### src/rtl/dt_backward_scanner.sv
// dt_backward_scanner
// Backward-raster pass of the distance transform. The pass walks the image
// interior from the bottom-right pixel (IMG_W-2, IMG_H-2) to the top-left
// pixel (1, 1). For every non-zero centre it reads the four neighbours that
// come later in raster order: right, bottom-left, bottom and bottom-right.
// It then writes back min(centre, min(neighbours) + 1), with the +1
// saturating at the all-ones value.
//
// Ports
//   clk       rising-edge clock
//   reset     asynchronous, active-high reset
//   start     one-cycle pulse; starts a pass when idle, ignored otherwise
//   busy      high from the cycle after an accepted start through the done
//             cycle
//   done      one-cycle pulse at the end of a pass
//   res_addr  result RAM address (y*IMG_W + x)
//   res_rd    RAM read strobe; data comes back on res_do in the next cycle
//   res_do    RAM read data
//   res_wr    RAM write strobe
//   res_di    RAM write data
module dt_backward_scanner #(
  parameter int DATA_WIDTH = 8,
  parameter int IMG_W      = 128,
  parameter int IMG_H      = 128,
  parameter int ADDR_WIDTH = 14
) (
  input  logic                  clk,
  input  logic                  reset,
  input  logic                  start,
  output logic                  busy,
  output logic                  done,
  output logic [ADDR_WIDTH-1:0] res_addr,
  output logic                  res_rd,
  input  logic [DATA_WIDTH-1:0] res_do,
  output logic                  res_wr,
  output logic [DATA_WIDTH-1:0] res_di
);

  typedef enum logic [3:0] {
    S_IDLE  = 4'd0,
    S_RD_C  = 4'd1,
    S_CHK   = 4'd2,
    S_RD_N0 = 4'd3,
    S_RD_N1 = 4'd4,
    S_RD_N2 = 4'd5,
    S_RD_N3 = 4'd6,
    S_CAP   = 4'd7,
    S_WR    = 4'd8,
    S_NEXT  = 4'd9,
    S_DONE  = 4'd10
  } state_t;

  localparam logic [ADDR_WIDTH-1:0] X_START = ADDR_WIDTH'(IMG_W - 2);
  localparam logic [ADDR_WIDTH-1:0] Y_START = ADDR_WIDTH'(IMG_H - 2);
  localparam logic [ADDR_WIDTH-1:0] ROW_LEN = ADDR_WIDTH'(IMG_W);
  localparam logic [ADDR_WIDTH-1:0] ONE_A   = ADDR_WIDTH'(1);
  localparam logic [ADDR_WIDTH-1:0] ZERO_A  = {ADDR_WIDTH{1'b0}};
  localparam logic [DATA_WIDTH-1:0] ZERO_D  = {DATA_WIDTH{1'b0}};
  localparam logic [DATA_WIDTH-1:0] ONE_D   = DATA_WIDTH'(1);
  localparam logic [DATA_WIDTH-1:0] MAX_D   = {DATA_WIDTH{1'b1}};

  function automatic logic [ADDR_WIDTH-1:0] pix_addr(input logic [ADDR_WIDTH-1:0] px,
                                                     input logic [ADDR_WIDTH-1:0] py);
    return py * ROW_LEN + px;
  endfunction

  function automatic logic [DATA_WIDTH-1:0] umin(input logic [DATA_WIDTH-1:0] a,
                                                 input logic [DATA_WIDTH-1:0] b);
    return (a < b) ? a : b;
  endfunction

  state_t                  state_q, state_d;
  logic [ADDR_WIDTH-1:0]   x_q, x_d, y_q, y_d;
  logic [DATA_WIDTH-1:0]   center_q, center_d;
  logic [DATA_WIDTH-1:0]   n0_q, n0_d, n1_q, n1_d, n2_q, n2_d;
  logic                    busy_q, busy_d, done_q, done_d;
  logic                    res_rd_q, res_rd_d, res_wr_q, res_wr_d;
  logic [ADDR_WIDTH-1:0]   res_addr_q, res_addr_d;
  logic [DATA_WIDTH-1:0]   res_di_q, res_di_d;
  logic [DATA_WIDTH-1:0]   m_s, m1_s, result_s;

  assign busy     = busy_q;
  assign done     = done_q;
  assign res_rd   = res_rd_q;
  assign res_wr   = res_wr_q;
  assign res_addr = res_addr_q;
  assign res_di   = res_di_q;

  // State, scan position, captured pixels and registered RAM-side outputs.
  always_ff @(posedge clk or posedge reset) begin
    if (reset) begin
      state_q    <= S_IDLE;
      x_q        <= X_START;
      y_q        <= Y_START;
      center_q   <= ZERO_D;
      n0_q       <= ZERO_D;
      n1_q       <= ZERO_D;
      n2_q       <= ZERO_D;
      busy_q     <= 1'b0;
      done_q     <= 1'b0;
      res_rd_q   <= 1'b0;
      res_wr_q   <= 1'b0;
      res_addr_q <= ZERO_A;
      res_di_q   <= ZERO_D;
    end else begin
      state_q    <= state_d;
      x_q        <= x_d;
      y_q        <= y_d;
      center_q   <= center_d;
      n0_q       <= n0_d;
      n1_q       <= n1_d;
      n2_q       <= n2_d;
      busy_q     <= busy_d;
      done_q     <= done_d;
      res_rd_q   <= res_rd_d;
      res_wr_q   <= res_wr_d;
      res_addr_q <= res_addr_d;
      res_di_q   <= res_di_d;
    end
  end

  // Next-state logic.
  always_comb begin
    state_d = state_q;
    case (state_q)
      S_IDLE: begin
        if (start) state_d = S_RD_C;
        else       state_d = S_IDLE;
      end
      S_RD_C:  state_d = S_CHK;
      S_CHK: begin
        // Background pixels skip the neighbour reads and the write.
        if (res_do == ZERO_D) state_d = S_NEXT;
        else                  state_d = S_RD_N0;
      end
      S_RD_N0: state_d = S_RD_N1;
      S_RD_N1: state_d = S_RD_N2;
      S_RD_N2: state_d = S_RD_N3;
      S_RD_N3: state_d = S_CAP;
      S_CAP:   state_d = S_WR;
      S_WR:    state_d = S_NEXT;
      S_NEXT: begin
        if (x_q == ONE_A && y_q == ONE_A) state_d = S_DONE;
        else                              state_d = S_RD_C;
      end
      S_DONE:  state_d = S_IDLE;
      default: state_d = S_IDLE;
    endcase
  end

  // Scan position and captured read data. Each read returns one cycle after
  // its strobe, so each value is taken in the state that follows its read.
  always_comb begin
    x_d      = x_q;
    y_d      = y_q;
    center_d = center_q;
    n0_d     = n0_q;
    n1_d     = n1_q;
    n2_d     = n2_q;
    case (state_q)
      S_IDLE: begin
        if (start) begin
          x_d = X_START;
          y_d = Y_START;
        end else begin
          x_d = x_q;
        end
      end
      S_CHK:   center_d = res_do;
      S_RD_N1: n0_d = res_do;
      S_RD_N2: n1_d = res_do;
      S_RD_N3: n2_d = res_do;
      S_NEXT: begin
        if (x_q == ONE_A) begin
          if (y_q != ONE_A) begin
            x_d = X_START;
            y_d = y_q - ONE_A;
          end else begin
            y_d = y_q;
          end
        end else begin
          x_d = x_q - ONE_A;
        end
      end
      default: x_d = x_q;
    endcase
  end

  // Candidate value. In CAP the fourth neighbour is still on res_do. That is
  // the only state where result_s is used.
  always_comb begin
    m_s = umin(umin(n0_q, n1_q), umin(n2_q, res_do));
    if (m_s == MAX_D) m1_s = MAX_D;
    else              m1_s = m_s + ONE_D;
    result_s = umin(center_q, m1_s);
  end

  // Registered outputs are computed from the state being entered, so each
  // access strobe lines up with its own state.
  always_comb begin
    busy_d     = (state_d != S_IDLE);
    done_d     = (state_d == S_DONE);
    res_rd_d   = 1'b0;
    res_wr_d   = 1'b0;
    res_addr_d = ZERO_A;
    res_di_d   = ZERO_D;
    case (state_d)
      S_RD_C: begin
        res_rd_d   = 1'b1;
        res_addr_d = pix_addr(x_d, y_d);
      end
      S_RD_N0: begin
        res_rd_d   = 1'b1;
        res_addr_d = pix_addr(x_d + ONE_A, y_d);
      end
      S_RD_N1: begin
        res_rd_d   = 1'b1;
        res_addr_d = pix_addr(x_d - ONE_A, y_d + ONE_A);
      end
      S_RD_N2: begin
        res_rd_d   = 1'b1;
        res_addr_d = pix_addr(x_d, y_d + ONE_A);
      end
      S_RD_N3: begin
        res_rd_d   = 1'b1;
        res_addr_d = pix_addr(x_d + ONE_A, y_d + ONE_A);
      end
      S_WR: begin
        res_wr_d   = 1'b1;
        res_addr_d = pix_addr(x_d, y_d);
        res_di_d   = result_s;
      end
      default: res_rd_d = 1'b0;
    endcase
  end

endmodule

### config.mk
export PLATFORM = sky130hd
export DESIGN_NAME = dt_backward_scanner
export DESIGN_NICKNAME = d
export VERILOG_FILES = /design/src/rtl/dt_backward_scanner.sv
export SDC_FILE = /design/constraint.sdc
export NUM_CORES = 1
export LEC_CHECK = 0
export BUFFER_PORTS_ARGS = -buffer_cell sky130_fd_sc_hd__buf_2
export CAP_MARGIN = 20
export CORE_AREA = 8 8 120 122
export CTS_CLUSTER_DIAMETER = 60
export CTS_CLUSTER_SIZE = 8
export DETAILED_ROUTE_END_ITERATION = 6
export DIE_AREA = 0 0 128 130
export PLACE_DENSITY = 0.75
export RECOVER_POWER = 100
export SLEW_MARGIN = 20
export SYNTH_ARGS = -nofsm -noshare
export SYNTH_HDL_FRONTEND = slang
export SYNTH_SLANG_ARGS = --single-unit
### constraint.sdc
create_clock -name clk -period 8.9 [get_ports clk]
set_clock_uncertainty 0.1 [all_clocks]
set_input_delay 1.78 -clock clk [delete_from_list [all_inputs] [get_ports clk]]
set_output_delay 1.78 -clock clk [all_outputs]
set_load 0.05 [all_outputs]
==> impl_metrics.yaml <==
global_routing:
  grt_pass1_vias: 6512
  grt_antenna_before_repair: 0
  grt_pass1_wl_microns: 33400
  grt_usage: 0.256
  gr-total-overflow: 0
  grt_max_degree: 62
route:
  wire_per_inst_microns: 19.7
  vias_per_cell: 6.28
  dr.pass1.iters: 5
  postRouteWirelength_microns: 20400
  drc: 0
  drtAntennaViolNets: 0
  drtIter0Drc: 740
  routed-via-count: 6530
timing:
  final-setup-viol-count: 0
  post-route-period-util: 0.893
  relSlewSlack: -1.22
  fin_crit_ns: 7.95
  fmax_ghz: 0.126
  rsz0062_at_grt: "no"
  final-hold-violation-count: 0
  tightest_slew_ns: 3.33
  setup_tns_ns: 0
  report.final.slew_viol_count: 62
clock_tree:
  numCtsBuffers: 9
  clock_latency_ns: 0.35
  post_cts_buffers: 0
  cts_max_level: 3
  ctsResizeCount: 0
  cts.sinks: 90
  clockBufferDepth: 2
  hold_buffers: 0
  path_clk_slew_ns: 0.07
  cts_tree: "built"
  cts_root_buf: "clkbuf_16"
placement:
  port_buffers: 36
  post-dp-hpwl_microns: 15700
  gp_congestion: 0.925
  dp_cells: 1023
floorplan:
  core_area_sq_um: 12400
  rows: 41
  die_y_microns: 130
  ios: 37
  initial_core_util: 0.594
  dieArea_sq_um: 16600
  fp.dieW_microns: 128
hold_path:
  hold_path_class: "reg -> reg"
worst_setup_path:
  crit_path_start_kind: "primary input"
  required_ns: 9.04
  cp-end-kind: "flip-flop"
  crit_type: "in -> reg"
  crit_fanout: 16
  cp.arrival_ns: 8.09
finish:
  drive_gt1_frac: 0.0923
  syn2layout_area_growth_pct: 7.77
  nets: 946
  fin_cells: 1039
  n_fill_cell: 1093
  antennaDiodeCount: 0
logic_synthesis:
  synth_common_cells: "inv_1 (82), dfrtp_1 (78), ha_1 (70), nor2_1 (69), nand2_1 (60)"
  yosys_warnings: 0
  synth.avg_cell_area_sq_um: 8.86
  synth_edf_count: 0
  syn_nets: 916
  synth_seq_cells: 90
  synth_most_common_cell: "inv_1"
  syn_inst: 832
  ys_seq_area_frac: 0.307
  post-synth-top-area-fraction: 0.265
  synth_area_leaders: "dfrtp_1 (26%), ha_1 (12%), dfstp_2 (4.3%)"
  synthFlopType: "dfrtp_1"
  async_reset_ff_frac: 1.00
  yosysUniqueCellTypes: 77
  yosysTopAreaCell: "dfrtp_1"
  netlist_area_sq_um: 7370
run_status:
  violations: "max-capacitance violations, max-slew violations"
  status: "finished with violations"
run:
  cap_violations: 1
==> critical path: stages <==
cell and delay, ns:
clkbuf_1 0.19, inv_1 0.10, ha_1 0.30, a2111oi_0 0.79, o31ai_2 0.08, clkbuf_2 0.33
mux2i_1 0.31, ha_1 0.32, a21o_1 0.17, a21o_1 0.19, a211oi_1 0.23, buf_4 0.18
inv_1 0.07, a21oi_1 0.67, o221ai_1 0.25, or3_1 0.35, a311oi_1 0.42, ha_1 0.21
nand4_1 0.12, o21ai_0 0.22, a31o_1 0.44, nor2_1 0.08, a311oi_1 0.28
==> stage by stage <==
step	instance area [sq um]	setup slack (ns)	util	hold slack, ns
2_1_floorplan	7370	1.11	-	0.368
4_1_cts	8020	1.39	0.646	0.419
3_5_place_dp	7710	1.06	0.621	0.411
6_report	7950	0.948	0.640	0.416
5_1_grt	7950	0.434	0.640	0.445
3_3_place_gp	7710	1.22	0.621	0.392
==> sequential cells by signal, summed over array words and instances, names as in the netlist, 4 cells and up <==
name and cells:
res_di 8, n2_q 8, center_q 8, y_q 14
x_q 14, res_addr 14, n0_q 8, n1_q 8
state_q 4
==> path summary, 6_finish.rpt <==
kind	start	to	slack, ns	cells past startpoint
hold reg to reg	y_q[13]	y_q[13]	0.42	1
hold / removal	y_q[13]	y_q[13]	0.42	1
min in group asynchronous	reset	busy	1.59	2
setup reg to reg	n2_q[1]	res_di[3]	2.28	21
setup / recovery	res_do[1]	res_di[3]	0.95	23
max in group asynchronous	reset	n2_q[4]	3.43	3
==> placed cells by master (no fill, tap or decap), types with 4 or more instances in the layout <==
cell,count
a21o_1,16
a211oi_1,9
xor2_1,13
nand2_1,60
dfstp_2,11
a22oi_1,7
clkbuf_16,9
dfrtp_1,78
nand3_1,23
a311oi_1,6
nor3_1,18
ha_1,70
nand4_1,17
o21a_1,7
nand2b_1,7
xnor2_1,29
a31oi_1,10
nor2_1,69
or3_1,10
and4_1,5
mux2i_1,27
nand3b_1,4
a21oi_1,37
mux2_2,28
nor4_1,7
inv_1,81
o22ai_1,6
nor2b_1,5
o31ai_1,5
o211ai_1,8
or2_2,5
clkbuf_1,38
and2_1,4
o21ai_0,49
and3_1,7
==> metal layers <==
metal	part of all wire	track usage	vias up
li1	-	-	3071
met1	0.48	0.365	3146
met2	0.42	0.374	281
met3	0.082	0.0632	32
met4	0.020	0.0804	0
met5	0	0	-
==> cells by family after synthesis <==
logic type | after synthesis | synth area share
buf+inv | 105 | 0.0580
xor+xnor | 46 | 0.0619
mux | 55 | 0.0794
flops | 90 | 0.307
compound gates | 199 | 0.182
fa+ha+maj | 73 | 0.127
simple gates | 264 | 0.184
==> area by class of cell <==
type                       count  area [sq um]  share of cell area
sequential                    90          2270               0.285
tap                          172           215              0.0271
multi-input combinational    637          4680               0.589
clock inverter                 5          61.3             0.00771
inverter                      82           309              0.0389
clock buffer                  11           243              0.0305
timing repair buffer          42           171              0.0216
Power is left out: the tool's default activity adds up to more than one toggle a clock period on the data nets, which glitch-free logic cannot reach.
